<file path="src/rtl/pipe_if_id_stage_if.sv">
// pipe_if_id_stage_if
// Instruction-memory request/acknowledge bus between the fetch stage and
// instruction memory.
//   imem_req   : fetch stage -> memory, request pending
//   imem_addr  : fetch stage -> memory, request address (stable until ack)
//   imem_rdata : memory -> fetch stage, instruction word, valid with ack
//   imem_ack   : memory -> fetch stage, one-cycle completion of the request
// Modports: master = fetch stage, slave = instruction memory.

interface pipe_if_id_stage_if;
    logic        imem_req;
    logic [31:0] imem_addr;
    logic [31:0] imem_rdata;
    logic        imem_ack;

    modport master (
        output imem_req,
        output imem_addr,
        input  imem_rdata,
        input  imem_ack
    );

    modport slave (
        input  imem_req,
        input  imem_addr,
        output imem_rdata,
        output imem_ack
    );
endinterface

</file>
<file path="src/rtl/pipe_if_id_stage.sv">
// pipe_if_id_stage
// Fetch-side sequential stage of the 5-stage pipeline: PC register, the
// instruction-memory handshake and the IF/ID register feeding decode. A
// one-entry hold buffer absorbs decode stalls, and a DROP state discards
// data of a request that was flushed while still outstanding.
//
// Ports:
//   clock, reset  : rising-edge clock, synchronous active-high reset
//   npc           : next PC, taken only when the PC advances
//   wpcir         : 1 = decode accepts a new IF/ID value this cycle
//   flush         : discard fetched/in-flight instruction, go to redirect_pc
//   redirect_pc   : flush target
//   pc            : current fetch PC
//   imem          : instruction-memory bus (master modport)
//   dpc4/dinst/dvalid : IF/ID register contents
//   bubble_cnt/stall_cnt : performance counters
//
// Optional feature macro: PIPE_IF_PERF_EN. When defined, bubble_cnt counts
// clocks that load a bubble into IF/ID and stall_cnt counts clocks with
// wpcir=0 and flush=0. When undefined both outputs are tied to zero.

module pipe_if_id_stage #(
    parameter logic [31:0] RESET_PC = 32'h0000_0000,
    parameter logic [31:0] NOP_INST = 32'h0000_0000
) (
    input  logic        clock,
    input  logic        reset,
    input  logic [31:0] npc,
    input  logic        wpcir,
    input  logic        flush,
    input  logic [31:0] redirect_pc,
    output logic [31:0] pc,
    pipe_if_id_stage_if.master imem,
    output logic [31:0] dpc4,
    output logic [31:0] dinst,
    output logic        dvalid,
    output logic [31:0] bubble_cnt,
    output logic [31:0] stall_cnt
);

    localparam logic [1:0] S_REQ  = 2'd0;
    localparam logic [1:0] S_HOLD = 2'd1;
    localparam logic [1:0] S_DROP = 2'd2;

    logic [1:0]  state, state_next;
    logic [31:0] pc_next;
    logic [31:0] buf_inst, buf_inst_next;
    logic [31:0] buf_pc4, buf_pc4_next;
    logic [31:0] drop_target, drop_target_next;
    logic [31:0] fetch_pc4;

    logic        ifid_load;
    logic [31:0] ifid_inst;
    logic [31:0] ifid_pc4;
    logic        ifid_valid;

    assign fetch_pc4      = pc + 32'd4;
    assign imem.imem_req  = (state != S_HOLD);
    assign imem.imem_addr = pc;

    // Next-state decode. Flush takes priority over everything else; a flush
    // that arrives before the ack cannot retarget the request (the address
    // must stay stable), so the target is parked until the stale ack arrives.
    always_comb begin
        state_next       = state;
        pc_next          = pc;
        buf_inst_next    = buf_inst;
        buf_pc4_next     = buf_pc4;
        drop_target_next = drop_target;
        ifid_load        = 1'b0;
        ifid_inst        = NOP_INST;
        ifid_pc4         = dpc4;
        ifid_valid       = 1'b0;
        case (state)
            S_REQ: begin
                if (flush) begin
                    ifid_load = 1'b1;
                    if (imem.imem_ack) begin
                        pc_next = redirect_pc;
                    end else begin
                        drop_target_next = redirect_pc;
                        state_next       = S_DROP;
                    end
                end else if (imem.imem_ack) begin
                    if (wpcir) begin
                        ifid_load  = 1'b1;
                        ifid_inst  = imem.imem_rdata;
                        ifid_pc4   = fetch_pc4;
                        ifid_valid = 1'b1;
                        pc_next    = npc;
                    end else begin
                        buf_inst_next = imem.imem_rdata;
                        buf_pc4_next  = fetch_pc4;
                        state_next    = S_HOLD;
                    end
                end else if (wpcir) begin
                    ifid_load = 1'b1;
                end
            end
            S_HOLD: begin
                if (flush) begin
                    ifid_load  = 1'b1;
                    pc_next    = redirect_pc;
                    state_next = S_REQ;
                end else if (wpcir) begin
                    ifid_load  = 1'b1;
                    ifid_inst  = buf_inst;
                    ifid_pc4   = buf_pc4;
                    ifid_valid = 1'b1;
                    pc_next    = npc;
                    state_next = S_REQ;
                end
            end
            S_DROP: begin
                if (flush || wpcir) begin
                    ifid_load = 1'b1;
                end
                if (flush) begin
                    drop_target_next = redirect_pc;
                end
                // A flush coinciding with the stale ack is the newest target.
                if (imem.imem_ack) begin
                    pc_next    = flush ? redirect_pc : drop_target;
                    state_next = S_REQ;
                end
            end
            default: begin
                state_next = S_REQ;
            end
        endcase
    end

    always_ff @(posedge clock) begin
        if (reset) begin
            state       <= S_REQ;
            pc          <= RESET_PC;
            buf_inst    <= '0;
            buf_pc4     <= '0;
            drop_target <= '0;
            dinst       <= NOP_INST;
            dpc4        <= '0;
            dvalid      <= 1'b0;
        end else begin
            state       <= state_next;
            pc          <= pc_next;
            buf_inst    <= buf_inst_next;
            buf_pc4     <= buf_pc4_next;
            drop_target <= drop_target_next;
            if (ifid_load) begin
                dinst  <= ifid_inst;
                dpc4   <= ifid_pc4;
                dvalid <= ifid_valid;
            end
        end
    end

`ifdef PIPE_IF_PERF_EN
    logic bubble_load;
    assign bubble_load = ifid_load & ~ifid_valid;

    always_ff @(posedge clock) begin
        if (reset) begin
            bubble_cnt <= '0;
            stall_cnt  <= '0;
        end else begin
            if (bubble_load) begin
                bubble_cnt <= bubble_cnt + 32'd1;
            end
            if (!wpcir && !flush) begin
                stall_cnt <= stall_cnt + 32'd1;
            end
        end
    end
`else
    assign bubble_cnt = '0;
    assign stall_cnt  = '0;
`endif

endmodule

</file>
<file path="src/flat_wrapper.sv">
// flat-port wrapper written by rule: the top's interface ports become plain ports
module pipe_if_id_stage_flat 
#(
    parameter logic [31:0] RESET_PC = 32'h0000_0000,
    parameter logic [31:0] NOP_INST = 32'h0000_0000
)
  (clock, reset, npc, wpcir, flush, redirect_pc, pc, dpc4, dinst, dvalid, bubble_cnt, stall_cnt, imem_imem_req, imem_imem_addr, imem_imem_rdata, imem_imem_ack);
  pipe_if_id_stage_if imem_i ();
  input  logic clock;
  input  logic reset;
  input  logic [31:0] npc;
  input  logic wpcir;
  input  logic flush;
  input  logic [31:0] redirect_pc;
  output logic [31:0] pc;
  output logic [31:0] dpc4;
  output logic [31:0] dinst;
  output logic dvalid;
  output logic [31:0] bubble_cnt;
  output logic [31:0] stall_cnt;
  output wire logic [$bits(imem_i.imem_req)-1:0] imem_imem_req;
  output wire logic [$bits(imem_i.imem_addr)-1:0] imem_imem_addr;
  input wire logic [$bits(imem_i.imem_rdata)-1:0] imem_imem_rdata;
  input wire logic [$bits(imem_i.imem_ack)-1:0] imem_imem_ack;
  assign imem_imem_req = imem_i.imem_req;
  assign imem_imem_addr = imem_i.imem_addr;
  assign imem_i.imem_rdata = imem_imem_rdata;
  assign imem_i.imem_ack = imem_imem_ack;
  pipe_if_id_stage #(.RESET_PC(RESET_PC), .NOP_INST(NOP_INST)) u_core (.clock(clock), .reset(reset), .npc(npc), .wpcir(wpcir), .flush(flush), .redirect_pc(redirect_pc), .pc(pc), .imem(imem_i), .dpc4(dpc4), .dinst(dinst), .dvalid(dvalid), .bubble_cnt(bubble_cnt), .stall_cnt(stall_cnt));
endmodule
</file>
<file path="config.mk">
export PLATFORM = sky130hd
export DESIGN_NAME = pipe_if_id_stage_flat
export DESIGN_NICKNAME = d
export VERILOG_FILES = /design/src/rtl/pipe_if_id_stage_if.sv /design/src/rtl/pipe_if_id_stage.sv /design/src/flat_wrapper.sv
export SDC_FILE = /design/constraint.sdc
export NUM_CORES = 1
export LEC_CHECK = 0
export CAP_MARGIN = 20
export CORE_AREA = 4 4 148 150
export DETAILED_ROUTE_END_ITERATION = 8
export DIE_AREA = 0 0 152 154
export PLACE_DENSITY = 0.89
export SLEW_MARGIN = 20
export SYNTH_ARGS = -nofsm -noshare
export SYNTH_HDL_FRONTEND = slang
export SYNTH_SLANG_ARGS = --single-unit
</file>
<file path="constraint.sdc">
create_clock -name clock -period 2.51 [get_ports clock]
set_input_delay 0.502 -clock clock [delete_from_list [all_inputs] [get_ports clock]]
set_output_delay 0.502 -clock clock [all_outputs]
set_load 0.005 [all_outputs]
</file>
Word-level counts from Yosys, hierarchy flattened
Cells that the tools add are included.
{ "classes": {"div": 0, "addsub": 1, "shifts": 0, "bitwise": 2, "n_reduce_logical": 11, "n_eq_ne": 15, "muxes": 39, "n_lt_le_gt_ge": 0, "multipliers": 0} }
{ "op_table": {"columns": ["operator", "count"], "rows": [
  ["$mux 32", 19],
  ["$pmux 32 s2", 3],
  ["$pmux 32 s3", 1],
  ["$add 32x3->32 const B", 1],
  ["$ne 2x2->1 const B", 8],
  ["$mux 2", 7],
  ["$ne 3x3->1 const B", 4],
  ["$reduce_and 7->1", 1],
  ["$mux 1", 6],
  ["$pmux 2 s3", 1],
  ["$reduce_and 3->1", 2],
  ["$reduce_and 5->1", 1],
  ["$pmux 1 s2", 2],
  ["$reduce_and 4->1", 1],
  ["$reduce_bool 2->1", 2],
  ["$reduce_bool 3->1", 1],
  ["$eq 2x1->1 const B", 1],
  ["$eq 2x2->1 const B", 1],
  ["$logic_not 2->1", 1],
  ["$ne 2x1->1 const B", 1],
  ["$not 1->1", 2],
  ["$reduce_or 2->1", 1],
  ["$logic_or 1x1->1", 1]
]} }
{ "word_totals": {"n_memories": 0, "inputBits": 101, "ramBits": 0, "regBits": 195, "latchBits": 0, "output_inout_bits": 194, "mem_bits_ro": 0} }

Logic depth before layout (Yosys ltp)
Gate-level depths: netlist of the first run.
{ "logic_depth": {"depth_word": 5, "depth_mapped": 9, "mapped_depth_nobuf": 5} }

Least setup slack after synthesis of the first run
OpenSTA, ideal clock, no wires.
{ "synth_timing": {"path_kind": "reg2reg", "startpoint": "register u_core.pc[3], in the netlist u_core.imem.imem_addr[3]", "endpoint": "register u_core.buf_pc4[30]", "arrival_time_ps": 2102, "path_stages_with_launch": 6, "setup_slack_ps": 317, "n_path_buf": 0, "setup_time_ps": 91, "cell_sequence": "dfxtp_1 > ha_1 > nand3_1 > or4_1 > or4_1 > a311oi_1"} }
{ "synth_between": {"elab_chain_len": 1} }
{ "synth_lines": {"columns": ["item", "line", "text"], "rows": [
  ["start, declared", "pipe_if_id_stage.sv:32", "output logic [31:0] pc,"],
  ["start signal, assigned", "pipe_if_id_stage.sv:145", "pc <= pc_next;"],
  ["$add 32x3->32", "pipe_if_id_stage.sv:57", "assign fetch_pc4 = pc + 32'd4;"],
  ["end signal, assigned", "pipe_if_id_stage.sv:147", "buf_pc4 <= buf_pc4_next;"],
  ["end, declared", "pipe_if_id_stage.sv:48", "logic [31:0] buf_pc4, buf_pc4_next;"]
]} }
No other way between the ends.
A chain may end at the register's enable or synchronous reset.

Worst setup path in the final report of the first run
{ "layout_timing": {"startpoint": "register u_core.state[0]", "endpoint": "output imem_imem_req"} }
{ "layout_between": {"elab_chain_len": 1} }
{ "layout_lines": {"columns": ["item", "line", "text"], "rows": [
  ["start, declared", "pipe_if_id_stage.sv:45", "logic [1:0] state, state_next;"],
  ["start signal, assigned", "pipe_if_id_stage.sv:144", "state <= state_next;"],
  ["$ne 2x1->1", "pipe_if_id_stage.sv:58", "assign imem.imem_req = (state != S_HOLD);"],
  ["end, declared", "flat_wrapper.sv:21", "output wire logic [$bits(imem_i.imem_req)-1:0] imem_imem_req;"]
]} }
No other way between the ends.

==> metrics.md, run 1 <==
| Metric | Value |
|---|---|
| Die footprint | 23400 µm² |
| Post-CTS setup repair buffer count | 0 |
| Horiz. Die Dim | 152 µm |
| IO buf count | 230 |
| Starting density of the core | 0.464 |
| Pins Over Slew Limit | 0 |
| Post-route insts no fill | 1641 |
| Post-route antenna net violation count | 0 |
| Final min period | 2.42 ns |
| Worst Hold End | u_core.drop_target[23]$_SDFFE_PP0P_ |
| Root Driver | clkbuf_16 |
| Top FF cell, synth | dfxtp_1 |
| Tot Pwr | 7.26 mW |
| Vias per cell | 5.74 |
| CP Class | reg2out |
| Share of post-route cells with drive strength above 1 | 0.0974 |
| Post-synthesis sequential area ratio | 0.407 |
| Commonest non-fill, non-tap cell in the layout | clkdlybuf4s50_1 |
| Netlist Area Pre-Place | 9600 µm² |
| Reg2reg path depth | 4 |
| First-pass GRT wire length | 44.9 mm |
| Core area | 20700 µm² |
| Post-Synthesis Mean Instance Area | 8.15 µm² |
| Final WS setup | 0.0899 ns |
| CP startpoint | u_core.state[0]$_SDFFE_PP0P_ |
| Cell area power density | 576 nW/µm² |
| Crit Path Max Fanout | 10 |
| Final Hold Viols | 0 |
| Final setup fails | 0 |
| Setup tns final | 0 ns |
| Rows | 53 |
| Number of global-route vias before repair | 8879 |
| CTS Sinks | 195 |
| Setup crit end kind | output port |
| Reg clk slew, reported paths | 0.08 ns |
| Status | finished clean |
| Largest net degree at the start of global routing | 85 |
| Number of cells after detailed placement | 1610 |
| DRC | 0 |
| Worst vdd ir | 437 µV |
| Place WS | -0.0315 ns |
| Via count | 9424 |
| Fin util | 0.608 |
| H-tree depth | 4 |
| Ys Warns | 0 |
| Later-pin clock latency in the skew report | 0.43 ns |
| Clock skew | 0.0162 ns |
| All-Layer GR Usage | 0.230 |
| WL final | 28.6 mm |
| Final GP Congestion | 0.868 |
| Worst slew margin | 0.495 |
| Most frequent cells in the layout | 228 x clkdlybuf4s50_1, 194 x dfxtp_1, 187 x nand2_1 |
| Yosys cell types | 64 |
| Number of flops mapped to enable cells by yosys | 0 |
| Register bit total from synthesis | 195 |
| Nets@finish | 1456 |
| Initial DRC count | 965 |
| Num CTS Buffers | 17 |
| Worst r2r dst | u_core.dpc4[27]$_SDFFE_PP0P_ |
| Hold Startpoint | reset |
| Mapped Cells | 1177 |
| Worst hold path stage count | 2 |
| Post-DP HPWL | 20.3 mm |
| Max Clock Freq | 413 MHz |
| Asr flop ratio synth | 0 |
| Antenna violations before repair | 1 |
| Crit path DAT | 1.92 ns |
| Routed len/inst | 17.4 µm |
| CTS tree | built |
| Worst-Margin Slew | 0.751 ns |
| Reg-to-reg slack, setup | 0.32 ns |
| Top Ports | 295 |
| Worst-case clock buffer depth | 2 |
| RSZ-0062 raised after global routing | false |
| Synthesis-to-layout area growth | 31.2% |
| Max_cap viols | 0 |
| Die Y | 154 µm |
| Fin crit share | 0.964 |
| Leakage power | 4.41 nW |
| Critical path launch point type | flop |
| Hold_buf cts | 0 |
| Grt total ovfl | 0 |
| Hold Crit Class | in2reg |
| Worst r2r src | u_core.imem.imem_addr[15]$_SDFFE_PP0P_ |
| Req. time, crit path | 2.01 ns |
| Pre-antenna DRT Iters | 7 |
==> synth_stat cells (3+ instances only) <==
master / number / area (µm²)
a211o_1: 9 / 78.8
a211oi_1: 12 / 90.1
a21o_1: 3 / 22.5
a21oi_1: 107 / 536
a222oi_1: 32 / 320
a311oi_1: 7 / 61.3
a31oi_1: 10 / 62.6
and3_1: 3 / 18.8
and4_1: 7 / 61.3
buf_1: 6 / 22.5
buf_2: 15 / 75.1
buf_4: 98 / 736
clkbuf_1: 82 / 308
dfxtp_1: 195 / 3900
inv_1: 8 / 30.0
mux2_1: 10 / 113
mux2_2: 22 / 248
mux2i_1: 5 / 50.1
nand2_1: 187 / 702
nand2b_1: 36 / 225
nand3_1: 25 / 125
nand4_1: 14 / 87.6
nand4b_1: 3 / 26.3
nor2_1: 76 / 285
nor2b_1: 4 / 25.0
nor3_1: 27 / 135
nor3b_1: 3 / 22.5
nor4_1: 11 / 68.8
o2111ai_1: 7 / 61.3
o211a_1: 3 / 30.0
o211ai_1: 48 / 360
o21a_1: 3 / 22.5
o21ai_0: 33 / 165
o311ai_0: 3 / 26.3
or3_1: 11 / 68.8
or4_1: 13 / 97.6
xnor2_1: 4 / 35.0
xor2_1: 3 / 26.3
==> layer usage <==
layer,part of all wire,track usage
met5,0,0
met4,0.030,0.0955
met3,0.086,0.0529
met2,0.48,0.386
met1,0.40,0.285
==> cell type report <==
class,count,area [µm²]
Fill cell,1728,8100
Multi-Input combinational cell,833,4770
Sequential cell,195,3910
Timing Repair Buffer,298,2930
Clock buffer,22,464
Tap cell,275,344
Clock inverter,8,129
Inverter,9,37.5
Antenna cell,1,2.50
==> state kept, by name (all words and copies together), names as in the netlist <==
signal / cells
u_core.imem.imem_addr: 32
u_core.buf_pc4: 32
u_core.dvalid: 1
u_core.dpc4: 32
u_core.buf_inst: 32
u_core.dinst: 32
u_core.state: 2
u_core.drop_target: 32
==> stage by stage <==
stage | instance area, µm² | hold WS, ns
finish | 12600 | 0.448
floorplan | 9830 | 0.432
global route | 12600 | 0.449
CTS | 12600 | 0.425
global placement | 12000 | 0.437
detailed placement | 12000 | 0.445
==> critical path, stage by stage (launching register included) <==
cell and delay, ns:
dfxtp_2 0.44, nor2b_2 0.24, clkinvlp_4 0.27, clkdlybuf4s50_1 0.53
==> worst max-delay path by stage <==
stage                                  endpoint  slack (ns)
6_report                          imem_imem_req        0.09
5_1_grt                           imem_imem_req        0.05
4_1_cts                           imem_imem_req       0.004
3_5_place_dp   u_core.buf_inst[18]$_SDFFE_PP0P_       -0.03
3_3_place_gp    u_core.buf_inst[2]$_SDFFE_PP0P_        0.05
2_1_floorplan   u_core.buf_pc4[30]$_SDFFE_PP0P_        0.32
==> what timing repair did <==
item / CTS / global route
hold endpoints to repair: 0 / 0
endpoints found under the setup margin: 0 / 1
resized for setup: 0 / 2
==> cells by family (layout without fill, tap and decap cells) <==
kind of cell	count (synthesis)	after routing	share of synthesized area
fa+ha+maj	1	1	0.00130
mux	37	37	0.0428
simple gates	433	433	0.215
xor+xnor	7	7	0.00639
buf+inv	212	337	0.124
other cells	1	65	0.000391
compound gates	291	291	0.203
flops	195	195	0.407
==> report_power, final <==
group / switching (mW) / internal, mW
Clock: 1.16 / 1.62
Sequential: 0.110 / 3.23
Combinational: 0.556 / 0.588
No activity file was read; power rests on OpenSTA's default activity.
==> inputs of run 2 (changes only) <==
- ABC_AREA: default -> 1
- CORE_AREA: 4 4 148 150 -> 4 4 150 152
- DIE_AREA: 0 0 152 154 -> 0 0 154 156
==> metrics.md, run 2 <==
| Metric | Value |
|---|---|
| Status | finished clean (unchanged) |
| Asr flop ratio synth | 0 (unchanged) |
| Hold_buf cts | 0 (unchanged) |
| Post-CTS sizing | 0 (unchanged) |
| Number of flops mapped to enable cells by yosys | 0 (unchanged) |
| Starting density of the core | 0.476 (was 0.464) |
| Final WS setup | 0.255 ns (was 0.0899 ns) |
| Multiplexer share of the synthesized area | 0 (was 0.0428) |
| Clock skew | 0.0180 ns (was 0.0162 ns) |
| Top Ports | 295 (unchanged) |
| Filler instances | 1817 (was 1728) |
| Most Crowded Layer GR | met2 (unchanged) |
| Cell area power density | 604 nW/µm² (was 576 nW/µm²) |
| WL final | 29.0 mm (was 28.6 mm) |
| Rows | 53 (unchanged) |
| CTS tree | built (unchanged) |
| IO buf count | 230 (unchanged) |
| Worst vdd ir | 437 µV (about the same) |
| Crit Path Max Fanout | 5 (was 10) |
| Post-Synth XOR/XNOR Area | 0.0131 (was 0.00639) |
| Final instance area | 12600 µm² (about the same) |
| Worst-case clock buffer depth | 2 (unchanged) |
| Cell with the most instances after synthesis | nand2_1 (was dfxtp_1) |
| Synthesis-to-layout area growth | 25.9% (was 31.2%) |
| Adder-Cell Fraction of Synth Area | 0.00125 (was 0.00130) |
| Post-DP HPWL | 20.3 mm (about the same) |
| Largest net degree at the start of global routing | 65 (was 85) |
| Top post-synthesis cells by count | 347 x nand2_1, 238 x a21oi_1, 195 x dfxtp_1 (was 195 x dfxtp_1, 187 x nand2_1, 107 x a21oi_1) |
| Post-Synthesis Mean Instance Area | 7.06 µm² (was 8.15 µm²) |
| First-pass GRT wire length | 46.3 mm (was 44.9 mm) |
| Final setup fails | 0 (unchanged) |
| Vias per cell | 5.33 (was 5.74) |
| Die Y | 156 µm (was 154 µm) |
| Routed len/inst | 15.7 µm (was 17.4 µm) |
| Post-route antenna net violation count | 0 (unchanged) |
| Leakage power | 5.05 nW (was 4.41 nW) |
| CTS Sinks | 195 (unchanged) |
| Worst path max stage delay | 0.57 ns (was 0.53 ns) |
| Post-route insts no fill | 1852 (was 1641) |
| Max Clock Freq | 443 MHz (was 413 MHz) |
| Met1 Use GR | 0.301 (was 0.285) |
| Critical path launch point type | flop (unchanged) |
| Tot Pwr | 7.61 mW (was 7.26 mW) |
| Final Hold Viols | 0 (unchanged) |
| Req. time, crit path | 2.01 ns (about the same) |
| CP max-delay cell | clkdlybuf4s50_1 (unchanged) |
| CP Class | reg2out (unchanged) |
| CP Buf/Inv Count | 2 (unchanged) |
| Root Driver | clkbuf_16 (unchanged) |
| Ant. Diodes | 0 (was 1) |
| Pins Over Slew Limit | 0 (unchanged) |
| Worst-Margin Slew | 1.04 ns (was 0.751 ns) |
| Mapped Cells | 1417 (was 1177) |
| Most frequent cells in the layout | 347 x nand2_1, 238 x a21oi_1, 230 x clkdlybuf4s50_1 (was 228 x clkdlybuf4s50_1, 194 x dfxtp_1, 187 x nand2_1) |
| Setup tns final | 0 ns (unchanged) |
| Place WS | 0.173 ns (was -0.0315 ns) |
| Pre-antenna DRT Iters | 5 (was 7) |
| Post-synthesis compound-gate area fraction | 0.261 (was 0.203) |
| Top FF cell, synth | dfxtp_1 (unchanged) |
| Max_cap viols | 0 (unchanged) |
| Simple logic cell fraction of the synthesized area | 0.174 (was 0.215) |
| Synth top area share | 0.390 (was 0.407) |
| Crit path DAT | 1.75 ns (was 1.92 ns) |
| Netlist Area Pre-Place | 10000 µm² (was 9600 µm²) |
| Post-synthesis sequential area ratio | 0.390 (was 0.407) |
| M2 GR Usage | 0.384 (was 0.386) |
| Largest family of logic cells by synthesized area | compound AO/OA/AOI/OAI gates (was simple AND/OR/NAND/NOR gates) |
| Nets@finish | 1666 (was 1456) |
| GR Layer Usage met3 | 0.0502 (was 0.0529) |
| Initial DRC count | 796 (was 965) |
| Share of post-route cells with drive strength above 1 | 0.0640 (was 0.0974) |
| Grt total ovfl | 0 (unchanged) |
| Num CTS Buffers | 17 (unchanged) |
| Via count | 9871 (was 9424) |
| Antenna violations before repair | 0 (was 1) |
| Final min period | 2.25 ns (was 2.42 ns) |
| Synth area leader | dfxtp_1 (unchanged) |
| Reg clk slew, reported paths | 0.07 ns (was 0.08 ns) |
| Die footprint | 24000 µm² (was 23400 µm²) |
| Hold Slack | 0.451 ns (was 0.448 ns) |
| Final GP Congestion | 0.928 (was 0.868) |
| Area of the multi-input gates | 4730 µm² (was 4770 µm²) |
| Horiz. Die Dim | 154 µm (was 152 µm) |
| Fin crit share | 0.898 (was 0.964) |
| Later-pin clock latency in the skew report | 0.45 ns (was 0.43 ns) |
| Top cells by area, synth | dfxtp_1 39%, nand2_1 13%, a21oi_1 12% (was dfxtp_1 41%, buf_4 7.7%, nand2_1 7.3%) |
| Core area | 21000 µm² (was 20700 µm²) |
| Number of cells after detailed placement | 1820 (was 1610) |
| H-tree depth | 4 (unchanged) |
| Register bit total from synthesis | 195 (unchanged) |
| Commonest non-fill, non-tap cell in the layout | nand2_1 (was clkdlybuf4s50_1) |
| Number of global-route vias before repair | 9186 (was 8879) |
| Fin util | 0.599 (was 0.608) |
| All-Layer GR Usage | 0.233 (was 0.230) |
| Placed inst area | 11900 µm² (was 12000 µm²) |
| Seq. cell area | 3900 µm² (was 3910 µm²) |
| DRC | 0 (unchanged) |
| Post-CTS setup repair buffer count | 0 (unchanged) |
| RSZ-0062 raised after global routing | false (unchanged) |
| Yosys cell types | 36 (was 64) |
| Crit-path cells | nor2_4 -> inv_1 -> clkdlybuf4s50_1 (was nor2b_2 -> clkinvlp_4 -> clkdlybuf4s50_1) |
| Crit-path leading delay family | buffers and inverters (unchanged) |
| Hold Crit Class | reg2reg (was in2reg) |
| Worst slew margin | 0.308 (was 0.495) |
| Ys Warns | 0 (unchanged) |
| Setup crit end kind | output port (unchanged) |
[run 2: final timing paths]
path,depth (start not counted),slack [ns],start,to
max,3,0.26,u_core.state[1]$_SDFFE_PP0P_,imem_imem_req
min,2,0.45,u_core.buf_inst[10]$_SDFFE_PP0P_,u_core.buf_inst[10]$_SDFFE_PP0P_
max reg2reg,7,0.48,u_core.state[0]$_SDFFE_PP0P_,u_core.imem.imem_addr[13]$_SDFFE_PP0P_
min reg2reg,2,0.45,u_core.buf_inst[10]$_SDFFE_PP0P_,u_core.buf_inst[10]$_SDFFE_PP0P_
[run 2: final cells by class]
class | instances | share of cell area
sequential | 195 | 0.310
timing repair buffer | 250 | 0.201
clock inverter | 14 | 0.0161
multi-input combinational | 982 | 0.375
clock buffer | 18 | 0.0349
tap | 275 | 0.0273
inverter | 118 | 0.0354
[run 2: cells by family (layout without fill, tap and decap cells)]
group,Yosys count,count (layout)
xor gates and xnor gates,15,15
DFF,195,195
and+or+nand+nor,427,427
buffers and inverters,303,400
adders and majority gates,1,1
AOI/OAI and AO/OA,475,475
other,1,64
[run 2: power by group]
part / switching (mW) / total (mW) / internal, mW
sequential: 0.166 / 3.45 / 3.28
clock: 1.35 / 2.92 / 1.57
combinational: 0.655 / 1.24 / 0.588
[run 2: worst min-delay path: cells and delay by family (launching register included)]
family	cells	cell delay [ns]
buffers and inverters	1	0.06
flip-flops	1	0.30
AO/OA/AOI/OAI	1	0.06
[run 2: metal layers]
metal  vias up  routed length [µm]
met4         0                 789
met1      4565               11900
met5         -                   0
met3        56                2390
li1       4766                   -
met2       484               13900
==> inputs of run 3 (changes only) <==
- CORE_AREA: 4 4 150 152 -> 2 2 148 150
- DIE_AREA: 0 0 154 156 -> 0 0 150 152
==> metrics.md, run 3 (same netlist as run 2, synthesis figures left out) <==
| Metric | Value |
|---|---|
| Worst-case clock buffer depth | 2 (unchanged) |
| Via count | 9823 (was 9871) |
| Later-pin clock latency in the skew report | 0.44 ns (was 0.45 ns) |
| Crit path DAT | 1.69 ns (was 1.75 ns) |
| Largest net degree at the start of global routing | 94 (was 65) |
| Reg clk slew, reported paths | 0.07 ns (about the same) |
| Status | finished clean (unchanged) |
| Psw | 2.01 mW (was 2.17 mW) |
| CTS tree | built (unchanged) |
| Worst r2r dst | u_core.dpc4[16]$_SDFFE_PP0P_ (was u_core.imem.imem_addr[13]$_SDFFE_PP0P_) |
| Hold Startpoint | u_core.buf_inst[6]$_SDFFE_PP0P_ (was u_core.buf_inst[10]$_SDFFE_PP0P_) |
| Final min period | 2.19 ns (was 2.25 ns) |
| Critical path launch point type | flop (unchanged) |
| Hold Slack | 0.452 ns (was 0.451 ns) |
| Final GP Congestion | 0.873 (was 0.928) |
| Reg2reg path depth | 8 (was 7) |
| Reg-to-reg slack, setup | 0.55 ns (was 0.48 ns) |
| Routed len/inst | 14.7 µm (was 15.7 µm) |
| Leakage power | 5.04 nW (was 5.05 nW) |
| Vias per cell | 5.29 (was 5.33) |
| Rows | 54 (was 53) |
| Crit Path Max Fanout | 5 (unchanged) |
| Tot Pwr | 7.34 mW (was 7.61 mW) |
| Worst slew margin | 0.410 (was 0.308) |
| RSZ-0062 raised after global routing | false (unchanged) |
| Clock share of power | 0.361 (was 0.383) |
| Number of global-route vias before repair | 8951 (was 9186) |
| Hold Crit Class | reg2reg (unchanged) |
| Grt total ovfl | 0 (unchanged) |
| Commonest non-fill, non-tap cell in the layout | nand2_1 (unchanged) |
| Fin util | 0.588 (was 0.599) |
| First-pass GRT wire length | 43.7 mm (was 46.3 mm) |
| Final instance area | 12600 µm² (about the same) |
| Die Y | 152 µm (was 156 µm) |
| Nets@finish | 1668 (was 1666) |
| Pins Over Slew Limit | 0 (unchanged) |
| Final Hold Viols | 0 (unchanged) |
| Number of cells after detailed placement | 1827 (was 1820) |
| Most frequent cells in the layout | 347 x nand2_1, 238 x a21oi_1, 230 x clkdlybuf4s50_1 (unchanged) |
| Worst-Margin Slew | 0.884 ns (was 1.04 ns) |
| Placed inst area | 12000 µm² (was 11900 µm²) |
| Req. time, crit path | 2.01 ns (about the same) |
| CP Class | reg2out (unchanged) |
| Cell area power density | 584 nW/µm² (was 604 nW/µm²) |
| Final WS setup | 0.321 ns (was 0.255 ns) |
| Root Driver | clkbuf_16 (unchanged) |
| Final setup fails | 0 (unchanged) |
| Post-CTS sizing | 0 (unchanged) |
| Post-route antenna net violation count | 0 (unchanged) |
| Pre-antenna DRT Iters | 6 (was 5) |
| Ant. Diodes | 0 (unchanged) |
| IO buf count | 230 (unchanged) |
| Top Ports | 295 (unchanged) |
| WL final | 27.4 mm (was 29.0 mm) |
| Sequential Power Share | 0.470 (was 0.453) |
| Switching Fraction | 0.273 (was 0.285) |
| Clock skew | 0.0124 ns (was 0.0180 ns) |
| Max_cap viols | 0 (unchanged) |
| Setup crit end kind | output port (unchanged) |
| Logic pwr share | 0.169 (was 0.163) |
| Antenna violations before repair | 0 (unchanged) |
| Max Clock Freq | 457 MHz (was 443 MHz) |
| All-Layer GR Usage | 0.232 (was 0.233) |
| Die footprint | 22800 µm² (was 24000 µm²) |
| Starting density of the core | 0.468 (was 0.476) |
| Initial DRC count | 723 (was 796) |
| Worst vdd ir | 413 µV (was 437 µV) |
| Worst r2r src | u_core.imem.imem_addr[2]$_SDFFE_PP0P_ (was u_core.state[0]$_SDFFE_PP0P_) |
| Synthesis-to-layout area growth | 25.6% (was 25.9%) |
| Post-CTS setup repair buffer count | 0 (unchanged) |
| Worst Hold End | u_core.buf_inst[6]$_SDFFE_PP0P_ (was u_core.buf_inst[10]$_SDFFE_PP0P_) |
| Horiz. Die Dim | 150 µm (was 154 µm) |
| DRC | 0 (unchanged) |
| Hold_buf cts | 0 (unchanged) |
| CTS Sinks | 195 (unchanged) |
| Internal | 5.33 mW (was 5.44 mW) |
| Post-route insts no fill | 1858 (was 1852) |
| Share of post-route cells with drive strength above 1 | 0.0640 (about the same) |
| Worst hold path stage count | 2 (unchanged) |
| H-tree depth | 4 (unchanged) |
| Post-DP HPWL | 19.0 mm (was 20.3 mm) |
| Num CTS Buffers | 17 (unchanged) |
| Place WS | -0.00210 ns (was 0.173 ns) |
| Fin crit share | 0.872 (was 0.898) |
| Setup tns final | 0 ns (unchanged) |
| Core area | 21400 µm² (was 21000 µm²) |
-- run 3: changes by cell type in the layout (fill, tap and decap cells not counted), sizes merged --
cell / change
inv: -5
clkinv: +1
clkbuf: +3
clkinvlp: +1
buf: +2
bufinv: -1
-- run 3: critical path, stage by stage (launching register included) --
cell             delay [ns]
dfxtp_1                0.51
nor2_4                 0.09
inv_1                  0.13
clkdlybuf4s50_1        0.52
-- run 3: metal layers --
layer,wire (µm),global-route usage,up-vias
met5,0,0,-
met4,601,0.0831,0
met3,2230,0.0450,62
met2,13100,0.384,484
met1,11500,0.301,4494
li1,-,-,4783
-- run 3: cell type report --
| class | instances | area, µm² |
|---|---|---|
| fill | 1918 | 8790 |
| multi-input combinational | 982 | 4730 |
| sequential | 195 | 3900 |
| timing repair buffer | 252 | 2570 |
| clock buffer | 21 | 470 |
| inverter | 118 | 445 |
| tap | 280 | 350 |
| clock inverter | 10 | 100 |
-- run 3: how the worst max path moves through the flow --
stage	end	slack, ns	startpoint	cells after the start
after global placement	u_core.buf_inst[21]$_SDFFE_PP0P_	0.11	flush	6
after detailed placement	u_core.buf_inst[27]$_SDFFE_PP0P_	-0.002	flush	6
after floorplan	u_core.dpc4[24]$_SDFFE_PP0P_	0.81	flush	11
after CTS	imem_imem_req	0.28	u_core.state[1]$_SDFFE_PP0P_	3
final	imem_imem_req	0.32	u_core.state[1]$_SDFFE_PP0P_	3
after global routing	u_core.buf_inst[18]$_SDFFE_PP0P_	0.20	flush	6
-- run 3: power groups by stage --
stage          clock network, mW  registers (mW)  logic [mW]
2_1_floorplan                  0            3.47       0.788
3_3_place_gp                   0            3.50        1.20
3_5_place_dp                   0            3.51        1.23
4_1_cts                     2.69            3.44        1.23
5_1_grt                     2.80            3.46        1.37
6_report                    2.65            3.45        1.24
